<file path="config.mk">
export PLATFORM = sky130hd
export DESIGN_NAME = bus_pkt_dispatch_flat
export DESIGN_NICKNAME = d
export VERILOG_FILES = /design/src/rtl/bus_pkt_dispatch_if.sv /design/src/rtl/bus_pkt_dispatch.sv /design/src/flat_wrapper.sv
export SDC_FILE = /design/constraint.sdc
export NUM_CORES = 1
export LEC_CHECK = 0
export ABC_CLOCK_PERIOD_IN_PS = 2950
export CORE_AREA = 4 4 443 445
export DETAILED_ROUTE_END_ITERATION = 6
export DIE_AREA = 0 0 447 449
export PLACE_DENSITY_LB_ADDON = 0.08
export SYNTH_ARGS = -nofsm -noshare
export SYNTH_HDL_FRONTEND = slang
export SYNTH_SLANG_ARGS = --single-unit
</file>
<file path="constraint.sdc">
create_clock -name clk_bus -period 2.95 [get_ports clk_bus]
set_input_delay 0.7375 -clock clk_bus [delete_from_list [all_inputs] [get_ports clk_bus]]
set_output_delay 0.7375 -clock clk_bus [all_outputs]
set_load 0.005 [all_outputs]
</file>
<file path="src/rtl/bus_pkt_dispatch_if.sv">
// bus_pkt_dispatch_if: host beat stream in, per-channel turbo beat strobes out, plus statistics.
interface bus_pkt_dispatch_if #(
    parameter int BUS    = 534,
    parameter int NUM_CH = 4,
    parameter int CHW    = 4
);
    logic [BUS-1:0]    bus_data;
    logic              bus_en;
    logic              bus_ready;
    logic [BUS-1:0]    ch_data;
    logic [NUM_CH-1:0] ch_en;
    logic [NUM_CH-1:0] ch_ready;
    logic [CHW-1:0]    cur_ch;
    logic              pkt_done;
    logic [31:0]       pkt_count;
    logic [15:0]       drop_count;

    modport master (
        output bus_data, bus_en, ch_ready,
        input  bus_ready, ch_data, ch_en, cur_ch, pkt_done, pkt_count, drop_count
    );
    modport slave (
        input  bus_data, bus_en, ch_ready,
        output bus_ready, ch_data, ch_en, cur_ch, pkt_done, pkt_count, drop_count
    );
endinterface

</file>
<file path="src/rtl/bus_pkt_dispatch.sv">
// bus_pkt_dispatch: cuts the bus beat stream into fixed-length packets and steers each whole
// packet round-robin (optionally skipping busy channels) to one of NUM_CH channels.
module bus_pkt_dispatch #(
    parameter int BUS           = 534,
    parameter int NUM_CH        = 4,
    parameter int BEATS_PER_PKT = 25,
    parameter bit SKIP_BUSY     = 1'b1,
    parameter int CHW           = 4
) (
    input logic clk_bus,
    input logic rst_n,
    bus_pkt_dispatch_if.slave io
);
    localparam int CW = $clog2(BEATS_PER_PKT);

    typedef enum logic {SELECT, XFER} state_t;

    state_t            state;
    logic [CHW-1:0]    ptr, pick, nxt_cur;
    logic [CW-1:0]     cnt;
    logic              found, last, nxt_xfer;
    logic [NUM_CH-1:0] rdy_sh, nxt_rdy;
    int                j;

    // Scan from ptr in RR order; strict mode only looks at ptr itself.
    always_comb begin
        found  = 1'b0;
        pick   = ptr;
        j      = 0;
        rdy_sh = '0;
        for (int i = 0; i < (SKIP_BUSY ? NUM_CH : 1); i++) begin
            j      = int'(ptr) + i;
            j      = j >= NUM_CH ? j - NUM_CH : j;
            rdy_sh = io.ch_ready >> j;
            if (!found && rdy_sh[0]) begin
                found = 1'b1;
                pick  = CHW'(j);
            end
        end
    end

    assign last     = cnt == CW'(BEATS_PER_PKT - 1);
    assign nxt_xfer = state == SELECT ? found : !(io.bus_en && last);
    assign nxt_cur  = (state == SELECT && found) ? pick : io.cur_ch;
    assign nxt_rdy  = io.ch_ready >> nxt_cur;

    always_ff @(posedge clk_bus) begin
        if (!rst_n) begin
            state         <= SELECT;
            ptr           <= '0;
            cnt           <= '0;
            io.cur_ch     <= '0;
            io.bus_ready  <= 1'b0;
            io.ch_en      <= '0;
            io.pkt_done   <= 1'b0;
            io.ch_data    <= '0;
            io.pkt_count  <= '0;
            io.drop_count <= '0;
        end else begin
            io.ch_en     <= '0;
            io.pkt_done  <= 1'b0;
            io.bus_ready <= nxt_xfer && nxt_rdy[0];
            io.cur_ch    <= nxt_cur;
            if (state == SELECT) begin
                if (io.bus_en && io.drop_count != 16'hFFFF)
                    io.drop_count <= io.drop_count + 16'd1;
                if (found)
                    state <= XFER;
            end else if (io.bus_en) begin
                io.ch_data <= io.bus_data;
                io.ch_en   <= NUM_CH'(1) << io.cur_ch;
                cnt        <= last ? '0 : cnt + 1'b1;
                if (last) begin
                    io.pkt_done  <= 1'b1;
                    io.pkt_count <= io.pkt_count + 32'd1;
                    ptr          <= io.cur_ch == CHW'(NUM_CH - 1) ? '0 : io.cur_ch + 1'b1;
                    state        <= SELECT;
                end
            end
        end
    end
endmodule

</file>
<file path="src/flat_wrapper.sv">
// flat-port wrapper written by rule: the top's interface ports become plain ports
module bus_pkt_dispatch_flat 
#(
    parameter int BUS           = 534,
    parameter int NUM_CH        = 4,
    parameter int BEATS_PER_PKT = 25,
    parameter bit SKIP_BUSY     = 1'b1,
    parameter int CHW           = 4
)
  (clk_bus, rst_n, io_bus_data, io_bus_en, io_ch_ready, io_bus_ready, io_ch_data, io_ch_en, io_cur_ch, io_pkt_done, io_pkt_count, io_drop_count);
  bus_pkt_dispatch_if #(.BUS(BUS), .NUM_CH(NUM_CH), .CHW(CHW)) io_i ();
  input logic clk_bus;
  input logic rst_n;
  input wire logic [$bits(io_i.bus_data)-1:0] io_bus_data;
  input wire logic [$bits(io_i.bus_en)-1:0] io_bus_en;
  input wire logic [$bits(io_i.ch_ready)-1:0] io_ch_ready;
  output wire logic [$bits(io_i.bus_ready)-1:0] io_bus_ready;
  output wire logic [$bits(io_i.ch_data)-1:0] io_ch_data;
  output wire logic [$bits(io_i.ch_en)-1:0] io_ch_en;
  output wire logic [$bits(io_i.cur_ch)-1:0] io_cur_ch;
  output wire logic [$bits(io_i.pkt_done)-1:0] io_pkt_done;
  output wire logic [$bits(io_i.pkt_count)-1:0] io_pkt_count;
  output wire logic [$bits(io_i.drop_count)-1:0] io_drop_count;
  assign io_i.bus_data = io_bus_data;
  assign io_i.bus_en = io_bus_en;
  assign io_i.ch_ready = io_ch_ready;
  assign io_bus_ready = io_i.bus_ready;
  assign io_ch_data = io_i.ch_data;
  assign io_ch_en = io_i.ch_en;
  assign io_cur_ch = io_i.cur_ch;
  assign io_pkt_done = io_i.pkt_done;
  assign io_pkt_count = io_i.pkt_count;
  assign io_drop_count = io_i.drop_count;
  bus_pkt_dispatch #(.BUS(BUS), .NUM_CH(NUM_CH), .BEATS_PER_PKT(BEATS_PER_PKT), .SKIP_BUSY(SKIP_BUSY), .CHW(CHW)) u_core (.clk_bus(clk_bus), .rst_n(rst_n), .io(io_i));
endmodule
</file>
==> impl_metrics.toml, run 1 <==
[power]
ir_worst_vdd_mv = 0.2995
report.power.total_mw = 22.41
p_leak_nw = 14.18
powerDensity_nw_per_um2 = 546.0

[clock_tree]
cts_sinks = 602
h-tree-depth = 3
clockBufferDepth = 3
cts_made_buffers = 91
root_buffer = "clkbuf_16"
clk_latency_ns = 0.71
ctsHoldBuffers = 0
cts_tree = "done"
cts.clk_slew.worst_paths_ns = 0.06

[cells_and_area]
layout.nets = 4406
layout_common_cells = "1131 x clkdlybuf4s50_1, 1103 x nand2_1, 599 x dfxtp_1"
postLayoutCoreUtil_pct = 21.35
drive_above_1_share_pct = 7.315
area.growth.synth_to_final_pct = 77.82
fin_area_um2 = 41040
final_common_cell = "clkdlybuf4s50_1"

[global_route]
antenna_found_initial = 68
grt_use_total_pct = 14.82
grt_max_degree = 104
grt_overflow_total = 0
grt_pass1_vias = 23001
grt_pass1_wl_um = 207600

[yosys]
synth_edf_count = 0
yosysWarningCount = 0
synth_area_per_cell_um2 = 8.500
syn_nets = 3276
synth_top_cell_area_share_pct = 52.22
mappedNetlistArea_um2 = 23080
ys.flop_type = "dfxtp_1"
ys_ff_latch = 602
yosys-top-cells-area = "dfxtp_1 52%, nand2_1 18%, a21boi_0 18%, clkbuf_1 3.0%, xnor2_1 1.1%"
yosys.cell_types.count = 58
synth-async-reset-ratio_pct = 0
synth_top_cell_by_area = "dfxtp_1"
synthCells = 2715
yosysSeqAreaShare_pct = 52.22

[sta]
layout_worst_path_cycle_share_pct = 97.02
slew_viol_final = 0
rsz0062_at_grt = "yes"
holdWs_ns = 0.4406
period_minus_slack_ns = 2.862
finalHoldViolCount = 0
setup_viol = 0
setup_ws_ns = 0.08794
fmax_ghz = 0.3494
tightest_slew_ns = 0.6515
skew_ns = 0.03237
slew_headroom_pct = 56.57

[placed_design]
post-place-ws_ns = -0.1981
numPortBuffers = 1132
place_hpwl_um = 120700
placed_cell_area_um2 = 37860
gp_congestion = 0.8130

[floorplan]
row_count = 161
pin_count = 1133
die_area_um2 = 200700
dieHeight_um = 449
core_area_um2 = 192200
die_w_um = 447
start_util_pct = 12.01

[worst_hold_path]
hp-class = "in2reg"
hold_path_depth = 2

[setup_path]
path_max_fanout = 5
worst-r2r-cell-count = 13
cp_data_arrival_time_ns = 3.42
end_kind = "flip-flop"
required_ns = 3.50
criticalPathCategory = "reg2reg"
start_kind = "flip-flop"

[detailed_routing]
antenna_left = 0
drtIter0Drc = 847
drc = 0
finalWirelength_um = 153800
wire_per_inst_um = 23.84
vias = 22655
first_pass_iters = 5
vias_per_cell = 3.512

[flow_run]
drv_cap = 0

[run_status]
status = "finished clean"
==> metal layers <==
layer | global-route usage [%] | wire [um] | vias up
met5 | 0 | 27 | -
met3 | 5.620 | 12490 | 217
met1 | 16.22 | 59120 | 10660
met2 | 27.08 | 79200 | 698
li1 | - | - | 11076
met4 | 2.962 | 2957 | 4
==> critical path, stage by stage (launching register included) <==
cell,delay [ns]
dfxtp_4,0.36
ha_4,0.17
buf_6,0.12
xnor2_2,0.14
ha_2,0.18
ha_2,0.26
nor4bb_4,0.15
buf_4,0.14
o21ai_4,0.22
nand3_4,0.09
a2111oi_4,0.38
a211o_2,0.20
mux2i_2,0.23
a211oi_2,0.09
==> flip-flops by register name (all words and copies together), names as in the netlist, 4 cells and up <==
name,count
u_core.io.ch_data,534
u_core.ptr,4
u_core.io.drop_count,16
u_core.io.pkt_count,32
u_core.io.ch_en,4
u_core.cnt,5
u_core.io.cur_ch,4
==> worst paths after layout <==
path | start | end | slack (ns)
max | u_core.ptr[1] | u_core.io.bus_ready | 0.09
min | rst_n | u_core.io.ch_data[218] | 0.44
max reg2reg | u_core.ptr[1] | u_core.io.bus_ready | 0.09
min reg2reg | u_core.io.ch_data[460] | u_core.io.ch_data[460] | 0.46
==> stage by stage <==
stage,std cells,setup TNS (ns)
after floorplan,2715,0
after global placement,6275,-0.1540
after detailed placement,6275,-0.2181
after CTS,6436,0
after global routing,6440,-0.04338
final,6451,0
==> cells in the mapped netlist (all sizes together), types with 4 or more instances <==
cell	number
mux4	4
ha	20
buf	7
or3	13
nor3	4
nor2b	6
mux2i	5
xnor2	29
dfxtp	602
and4	6
clkbuf	185
nor2	19
and3	6
xor2	15
o21ai	22
nand4	13
nand2	1106
and2	37
nand3	14
inv	20
a21boi	551
==> what timing repair did <==
action                                  CTS  global route
buffers inserted                          3             0
pin swaps                                 6            19
hold endpoints to repair                  0             0
endpoints found under the setup margin    3             5
gates resized for setup                  16            33
==> area by class of cell <==
| class | count | area, um^2 |
|---|---|---|
| diodes | 15 | 37.54 |
| clock buffers | 140 | 2693 |
| clock inverters | 18 | 215.2 |
| fillers | 21460 | 151100 |
| inverters | 20 | 75.07 |
| multi-input cells | 1901 | 10420 |
| flip-flops and latches | 602 | 12060 |
| well taps | 2526 | 3161 |
| repair buffers | 1229 | 12370 |
==> power breakdown <==
group | total (mW) | switching [mW] | internal [mW]
logic | 2.80 | 1.23 | 1.57
clock network | 10.9 | 4.41 | 6.51
registers | 8.69 | 0.199 | 8.49
total | 22.4 | 5.84 | 16.6
==> cells by family (layout without fill, tap and decap cells) <==
group                    Yosys count  in the layout  synth area share [%]
buffers and inverters            212           1407                 3.535
AO/OA/AOI/OAI                    591            591                 19.25
AND/OR/NAND/NOR                 1237           1237                 21.63
adder cells (fa/ha/maj)           20             20                 1.084
multiplexers                       9              9                0.6072
flip-flops                       602            602                 52.22
XOR/XNOR                          44             44                 1.670
other                              0             15                     0
(Power assumes the default switching activity.)
==> run 2, diff against run 1 <==
--- a/config.mk
+++ b/config.mk
@@ -6,9 +6,9 @@
 export NUM_CORES = 1
 export LEC_CHECK = 0
 export ABC_CLOCK_PERIOD_IN_PS = 2950
-export CORE_AREA = 4 4 443 445
+export CORE_AREA = 8 8 435 437
 export DETAILED_ROUTE_END_ITERATION = 6
-export DIE_AREA = 0 0 447 449
+export DIE_AREA = 0 0 443 445
 export PLACE_DENSITY_LB_ADDON = 0.08
 export SYNTH_ARGS = -nofsm -noshare
 export SYNTH_HDL_FRONTEND = slang
==> run 2 against run 1 <==
Effect of this change:
- routed wire length shrank 0.25%
- cell count down 2.0%
- sequential power hardly changed
- worst setup slack improved by 0.053 ns
- fmax increased by 1.9%
- die area fell by 1.8%
- clock skew down 0.0023 ns
- sequential share of layout area increased by 0.069 points
- via count up 0.52%
- design area down 0.26%
- power shrank 0.66%
- hold slack improved by 0.0025 ns
==> impl_metrics.toml, run 2 (synthesized netlist as in run 1, its figures left out) <==
[detailed_routing]
vias = 22773
wl_met3_um = 12130
finalWirelength_um = 153400
route.layer.met1.wl_um = 58930
vias_per_cell = 3.602
drtIter0Drc = 892
top_layer = "met5"
wire_per_inst_um = 24.26
first_pass_iters = 4
wl_met2_um = 79130
antenna_left = 0
drc = 0

[clock_tree]
clk_latency_ns = 0.71
cts_made_buffers = 88
clockBufferDepth = 3
cts_sinks = 602
h-tree-depth = 3
cts.clk_slew.worst_paths_ns = 0.06
ctsHoldBuffers = 0
cts_tree = "done"
root_buffer = "clkbuf_16"

[placed_design]
numPortBuffers = 1132
placed_cell_area_um2 = 37800
gp_congestion = 0.7879
place_hpwl_um = 122100

[setup_path]
required_ns = 3.50
cp_data_arrival_time_ns = 3.36
path_max_fanout = 3
end_kind = "flip-flop"
criticalPathCategory = "reg2reg"
start_kind = "flip-flop"
reg2reg_slack_ns = 0.14

[worst_hold_path]
hp-class = "in2reg"

[sta]
period_minus_slack_ns = 2.809
slew_headroom_pct = 57.22
skew_ns = 0.03011
rsz0062_at_grt = "yes"
finalHoldViolCount = 0
fmax_ghz = 0.3560
holdWs_ns = 0.4431
layout_worst_path_cycle_share_pct = 95.21
tightest_slew_ns = 0.6417
setup_viol = 0
slew_viol_final = 0

[power]
p_leak_nw = 14.21
powerDensity_nw_per_um2 = 543.8
ir_worst_vdd_mv = 0.4201
report.power.total_mw = 22.26

[cells_and_area]
area.growth.synth_to_final_pct = 77.36
nFillCells = 20113
multi_input_area_um2 = 10380
fin_area_um2 = 40930
drive_above_1_share_pct = 7.508
final_common_cell = "clkdlybuf4s50_1"
layout_common_cells = "1131 x clkdlybuf4s50_1, 1103 x nand2_1, 599 x dfxtp_1"
reg.largest.list = "u_core.io.ch_data: 534 flops, u_core.io.pkt_count: 32 flops, u_core.io.drop_count: 16 flops"
seqCellArea_um2 = 12060
regMostFlops = "u_core.io.ch_data"
layout.nets = 4413
largest_register_ffs = 534

[floorplan]
start_util_pct = 12.67
pin_count = 1133
dieHeight_um = 445
die_w_um = 443
core_area_um2 = 182100
row_count = 157
die_area_um2 = 197100

[run_status]
status = "finished clean"

[global_route]
grt_pass1_vias = 23213
grt_use_total_pct = 14.85
grt_overflow_total = 0
antenna_found_initial = 64
grt_pass1_wl_um = 206900
grt_max_degree = 110

[flow_run]
drv_cap = 0
==> run 2: what timing repair did <==
item / 4_1_cts / 5_1_grt
setup buffers: 0 / 3
pin swaps: 3 / 17
endpoints found under the setup margin: 1 / 2
gates resized for setup: 2 / 40
==> run 2: layer usage <==
layer	track usage, %	up-vias
met2	27.28	658
met5	0	-
met4	3.530	12
met1	16.08	10778
li1	-	11116
met3	5.656	209
==> run 2: worst max-delay path: stages, from the launching register on <==
cell       delay (ns)
dfxtp_4          0.36
buf_6            0.13
ha_4             0.15
a21oi_4          0.13
xor2_2           0.09
ha_2             0.21
ha_4             0.26
nand2_2          0.04
nor3_2           0.14
a31o_2           0.16
buf_6            0.11
nand3_4          0.07
a2111oi_4        0.32
a211o_2          0.20
mux2i_2          0.23
a211oi_2         0.09
==> run 2: power by group <==
part           switching [mW]  internal [mW]
clock network            4.36           6.39
logic                    1.23           1.58
registers               0.198           8.49
total                    5.79           16.5
==> run 2: worst paths after layout <==
path | from | endpoint | cells after the start
worst max-delay path | u_core.ptr[2] | u_core.io.bus_ready | 15
worst min-delay path | rst_n | u_core.io.ch_data[60] | 2
worst max register to register | u_core.ptr[2] | u_core.io.bus_ready | 15
worst min register to register | u_core.io.ch_data[238] | u_core.io.ch_data[238] | 2
==> run 2: layout make-up <==
class | count | share of cell area [%]
Antenna cell | 22 | 0.1345
Sequential cell | 602 | 29.46
Clock inverter | 21 | 0.5869
Clock buffer | 133 | 6.435
Timing Repair Buffer | 1239 | 30.55
Inverter | 20 | 0.1834
Tap cell | 2385 | 7.290
Multi-Input combinational cell | 1901 | 25.36
==> run 2: metrics by stage <==
stage | setup TNS, ns | worst slack [ns] | instances | util (%)
6_report | 0 | 0.1414 | 6323 | 22.48
5_1_grt | -0.02933 | -0.02933 | 6305 | 22.45
4_1_cts | 0 | 0.01808 | 6298 | 22.34
3_5_place_dp | -0.09740 | -0.09740 | 6144 | 20.76
3_3_place_gp | -0.08628 | -0.08628 | 6144 | 20.76
2_1_floorplan | 0 | 0.04118 | 2715 | -
